$ cat config.mk
export PLATFORM = sky130hd
export DESIGN_NAME = filter_pass_ctrl
export DESIGN_NICKNAME = d
export VERILOG_FILES = /design/src/rtl/filter_pass_ctrl.sv
export SDC_FILE = /design/constraint.sdc
export NUM_CORES = 1
export LEC_CHECK = 0
export CORE_MARGIN = 4
export CORE_UTILIZATION = 46
export CTS_CLUSTER_SIZE = 28
export DETAILED_ROUTE_END_ITERATION = 8
export PLACE_DENSITY_LB_ADDON = 0.05
export SETUP_SLACK_MARGIN = 0.05
export SLEW_MARGIN = 40
export SYNTH_ARGS = -nofsm -noshare
export SYNTH_HDL_FRONTEND = slang
export SYNTH_SLANG_ARGS = --single-unit
$ cat constraint.sdc
create_clock -name clk -period 2.4 [get_ports clk]
set_input_delay 0.36 -clock clk [delete_from_list [all_inputs] [get_ports clk]]
set_output_delay 0.36 -clock clk [all_outputs]
set_load 0.1 [all_outputs]
$ cat src/rtl/filter_pass_ctrl.sv
// Pass sequencer for the Sobel filter grid: tags pixels with raster coordinates and drives pass setup.
// Define FPC_BACKPRESSURE_EN to honour grid_ready; otherwise grid_ready is ignored.
module filter_pass_ctrl #(
    parameter int IMG_W     = 640,
    parameter int IMG_H     = 480,
    parameter int DRAIN_CYC = 2
) (
    input  logic        clk,
    input  logic        rst,
    input  logic        start,
    input  logic [1:0]  mode,
    input  logic [11:0] pix_in,
    input  logic        pix_valid,
    output logic        pix_ready,
    input  logic        grid_ready,
    output logic [33:0] grid_data,
    output logic        grid_valid,
    output logic        grid_vertical,
    output logic [10:0] grid_x_dc,
    output logic [10:0] grid_y_dc,
    output logic [26:0] grid_v_coef,
    output logic [26:0] grid_h_coef,
    output logic        busy,
    output logic        pass_done,
    output logic        pass_id
);

    typedef enum logic [2:0] {
        S_IDLE,
        S_LOAD,
        S_RUN,
        S_DRAIN,
        S_DONE
    } state_t;

    localparam logic [10:0] X_LAST     = 11'(IMG_W - 1);
    localparam logic [10:0] Y_LAST     = 11'(IMG_H - 1);
    localparam logic [3:0]  DRAIN_LAST = 4'(DRAIN_CYC - 1);
    localparam logic [10:0] DC_NONE    = 11'h7FF;

    // Taps packed tap8..tap0, each a signed 3-bit code.
    localparam logic [26:0] V_COEF = 27'b001_000_111_010_000_110_001_000_111;
    localparam logic [26:0] H_COEF = 27'b001_010_001_000_000_000_111_110_111;

    state_t      r_state;
    logic [1:0]  r_mode;
    logic [10:0] r_x;
    logic [10:0] r_y;
    logic [3:0]  r_drain_cnt;
    logic [33:0] r_grid_data;
    logic        r_grid_valid;
    logic        r_grid_vertical;
    logic [10:0] r_grid_x_dc;
    logic [10:0] r_grid_y_dc;
    logic [26:0] r_grid_v_coef;
    logic [26:0] r_grid_h_coef;
    logic        r_busy;
    logic        r_pass_done;
    logic        r_pass_id;

    logic        w_run;
    logic        w_xfer;
    logic        w_hold;

    assign w_run = (r_state == S_RUN);

`ifdef FPC_BACKPRESSURE_EN
    assign pix_ready = w_run && (!r_grid_valid || grid_ready);
    assign w_hold    = r_grid_valid && !grid_ready;
`else
    logic w_unused_grid_ready;
    assign w_unused_grid_ready = grid_ready;
    assign pix_ready = w_run;
    assign w_hold    = 1'b0;
`endif

    assign w_xfer = pix_valid && pix_ready;

    always_ff @(posedge clk or posedge rst) begin
        if (rst) begin
            r_state         <= S_IDLE;
            r_mode          <= 2'b00;
            r_x             <= '0;
            r_y             <= '0;
            r_drain_cnt     <= '0;
            r_grid_data     <= '0;
            r_grid_valid    <= 1'b0;
            r_grid_vertical <= 1'b0;
            r_grid_x_dc     <= DC_NONE;
            r_grid_y_dc     <= DC_NONE;
            r_grid_v_coef   <= '0;
            r_grid_h_coef   <= '0;
            r_busy          <= 1'b0;
            r_pass_done     <= 1'b0;
            r_pass_id       <= 1'b0;
        end else begin
`ifdef FPC_BACKPRESSURE_EN
            if (w_xfer) begin
                r_grid_valid <= 1'b1;
            end else if (grid_ready) begin
                r_grid_valid <= 1'b0;
            end
`else
            r_grid_valid <= w_xfer;
`endif
            if (w_xfer) begin
                r_grid_data <= {r_y, r_x, pix_in};
            end
            r_pass_done <= 1'b0;

            case (r_state)
                S_IDLE: begin
                    r_pass_id <= 1'b0;
                    if (start) begin
                        r_mode  <= (mode == 2'b11) ? 2'b00 : mode;
                        r_busy  <= 1'b1;
                        r_state <= S_LOAD;
                    end
                end
                S_LOAD: begin
                    r_x             <= '0;
                    r_y             <= '0;
                    r_drain_cnt     <= '0;
                    r_grid_vertical <= !((r_mode == 2'b01) || ((r_mode == 2'b10) && r_pass_id));
                    r_grid_v_coef   <= V_COEF;
                    r_grid_h_coef   <= H_COEF;
                    r_grid_x_dc     <= X_LAST;
                    r_grid_y_dc     <= Y_LAST;
                    r_state         <= S_RUN;
                end
                S_RUN: begin
                    if (w_xfer) begin
                        if (r_x == X_LAST) begin
                            r_x <= '0;
                            if (r_y == Y_LAST) begin
                                r_state <= S_DRAIN;
                            end else begin
                                r_y <= r_y + 11'd1;
                            end
                        end else begin
                            r_x <= r_x + 11'd1;
                        end
                    end
                end
                S_DRAIN: begin
                    // The flush countdown only runs once the final word has left the output register.
                    if (!w_hold) begin
                        if (r_drain_cnt == DRAIN_LAST) begin
                            r_drain_cnt <= '0;
                            r_state     <= S_DONE;
                        end else begin
                            r_drain_cnt <= r_drain_cnt + 4'd1;
                        end
                    end
                end
                S_DONE: begin
                    r_pass_done     <= 1'b1;
                    r_grid_vertical <= 1'b0;
                    if ((r_mode == 2'b10) && !r_pass_id) begin
                        r_pass_id <= 1'b1;
                        r_state   <= S_LOAD;
                    end else begin
                        r_busy        <= 1'b0;
                        r_grid_x_dc   <= DC_NONE;
                        r_grid_y_dc   <= DC_NONE;
                        r_grid_v_coef <= '0;
                        r_grid_h_coef <= '0;
                        r_state       <= S_IDLE;
                    end
                end
                default: r_state <= S_IDLE;
            endcase
        end
    end

    assign grid_data     = r_grid_data;
    assign grid_valid    = r_grid_valid;
    assign grid_vertical = r_grid_vertical;
    assign grid_x_dc     = r_grid_x_dc;
    assign grid_y_dc     = r_grid_y_dc;
    assign grid_v_coef   = r_grid_v_coef;
    assign grid_h_coef   = r_grid_h_coef;
    assign busy          = r_busy;
    assign pass_done     = r_pass_done;
    assign pass_id       = r_pass_id;

endmodule

==> impl_results.md <==
* Syn-to-layout area delta at 15.93%
* CP startpoint kind: flip-flop
* Register area share after synthesis at 0.4556
* Rel. slew slack at 0.5762
* Worst Hold Class: primary input to asynchronous set/reset pin
* Initial antenna violation count at 0
* Hold WS at 0.3668 ns
* Grt ovf at 0
* Vias in the first global route at 2559
* Outcome: completed
* RSZ-0062 raised after global routing: no
* Initial Utilization at 0.4769
* Fill cells at 757
* Tcrit/Tclk final at 0.9316
* Crit path DAT at 1.88 ns
* Vias at 2721
* Crit path time final at 2.236 ns
* Critical Path Max Stage Delay at 0.60 ns
* Post-synth top cells: 75 x buf_4, 71 x dfrtp_1, 36 x mux2_2
* Yosys top cell area share at 0.4489
* Asr flop ratio synth at 1.000
* Row count at 33
* Placeable Area at 8299 sq um
* I/O Pins at 135
* Max Fclk at 447.3 MHz
* Antenna diodes at 0
* Final net count at 455
* Largest net degree at the start of global routing at 27
* CTS H-Tree Depth at 3
* Netlist cell types at 57
* Clock slew at reported path FFs at 0.07 ns
* Drt pass-1 iters at 4
* Critical Path End Type: primary output
* Slowest CP cell: dfrtp_1
* Die area at 10150 sq um
* Fin util at 0.5528
* Worst-Skew Late Latency at 0.34 ns
* Number of synthesized flops with an enable pin at 0
* Final setup violation count at 0
* Post-route setup TNS at 0 ns
* Max Root-Sink Buffers at 2
* Max-slew violation count at 0
* Post-CTS sizing at 0
* Post-route design area at 4588 sq um
* Initial DRC count at 79
* Top FF cell, synth: dfrtp_1
* Synth top area cells: dfrtp_1 45%, buf_4 14%, mux2_2 10%
* Largest area contributor in the netlist: dfrtp_1
* Post-Syn Area at 3958 sq um
* Routability cong. at 0.8384
* Clock skew at 0.01266 ns
* Root buf cell: clkbuf_8
* Syn Area/Cell at 10.78 sq um
* Share of cells above drive strength 1 at 0.3303
* Clock buffers created by TritonCTS at 9
* Yosys reg bits at 72
* Top-count cell post-synth: buf_4
* Vias/cell at 5.030
* Total track usage at 0.1554
* Clock sink total at 72
* DRT antenna net count at 0
* Type of the worst setup path: flip-flop to primary output
* Worst-path cell chain: or3b_1 -> clkinv_1 -> buf_12
* Max-cap violations at 0
* Chip height at 100.8 um
* Final HPWL from detailed placement at 5.705 mm
* Synthesis Warnings at 0
* Hold_buf cts at 0
* Worst-margin pin slew at 0.6357 ns
* DR WL/cell at 14.19 um
* Peak fanout along the critical path at 14
* Post-CTS Setup Repair Bufs at 0
* Number of remaining DRC errors at 0
* Worst EP required at 2.04 ns
* Hold Violations, Final at 0
* Die W at 100.8 um
* Syn Inst Count at 367
* PortBufs at 85
* First-pass GRT wire length at 12.54 mm
* CTS tree: built
* Post-placement cell area at 4415 sq um
* Drt total wl at 7.677 mm
==> sequential cells by signal (all words and copies together), names as in the netlist <==
register	count
r_drain_cnt	4
grid_vertical	1
grid_h_coef	1
busy	1
r_y	11
grid_x_dc	1
r_mode	2
grid_valid	1
r_state	3
pass_done	1
pass_id	1
grid_data	34
r_x	11
==> worst max-delay path: cells and delay by family (launching register included) <==
kind	cells	cell delay, ns
flops	1	0.60
simple gates	1	0.50
buf+inv	2	0.44
==> layout by cell type (no fill, tap or decap), types with 5 or more instances in the layout <==
cell	Yosys	final
inv_1	9	8
nor2_1	14	14
clkbuf_8	0	11
conb_1	2	48
clkdlybuf4s50_1	0	17
nand2_1	17	17
a21oi_1	12	12
nand4_1	6	6
nand2b_1	7	7
mux2_2	36	36
o21ai_0	18	18
xnor2_1	5	5
nand3_1	15	15
dfrtp_1	71	71
buf_4	75	75
==> per-stage QoR <==
| step | cells | setup slack (ns) |
|---|---|---|
| floorplan | 413 | 0.08719 |
| global placement | 526 | 0.2016 |
| detailed placement | 526 | 0.1768 |
| CTS | 541 | 0.1433 |
| global route | 541 | 0.07368 |
| finish | 541 | 0.1643 |
==> routing by layer <==
layer,share of wire,track usage
met1,0.43,0.2027
met2,0.49,0.2461
met3,0.061,0.03183
met4,0.020,0.07565
met5,0,0
==> cell families after synthesis <==
logic type	count (synthesis)	synth area share
mux	37	0.1050
xor+xnor	5	0.01106
fa+ha+maj	4	0.01265
other cells	2	0.001898
flops	72	0.4556
compound gates	58	0.1043
buf+inv	96	0.1660
simple gates	93	0.1435
==> layout make-up <==
class	instances	area (sq um)	share of cell area
Sequential cell	72	1803	0.3930
Multi-Input combinational cell	245	1670	0.3641
Timing Repair Buffer	94	773.2	0.1685
Tap cell	105	131.4	0.02863
Clock buffer	12	155.1	0.03382
Clock inverter	3	17.52	0.003818
Inverter	10	37.54	0.008181
==> path summary, 6_finish.rpt <==
| kind | from | endpoint | slack (ns) | cells after the start |
|---|---|---|---|---|
| max reg2reg | r_state[1] | r_x[10] | 0.42 | 5 |
| min reg2reg | busy | busy | 0.50 | 2 |
| max in group asynchronous | rst | grid_valid | 1.50 | 3 |
| max | r_state[1] | pix_ready | 0.16 | 3 |
| min | rst | r_y[1] | 0.37 | 2 |
| min in group clk | busy | busy | 0.50 | 2 |
Power is left out: the tool's default activity adds up to more than one toggle a clock period on the data nets, which glitch-free logic cannot reach.
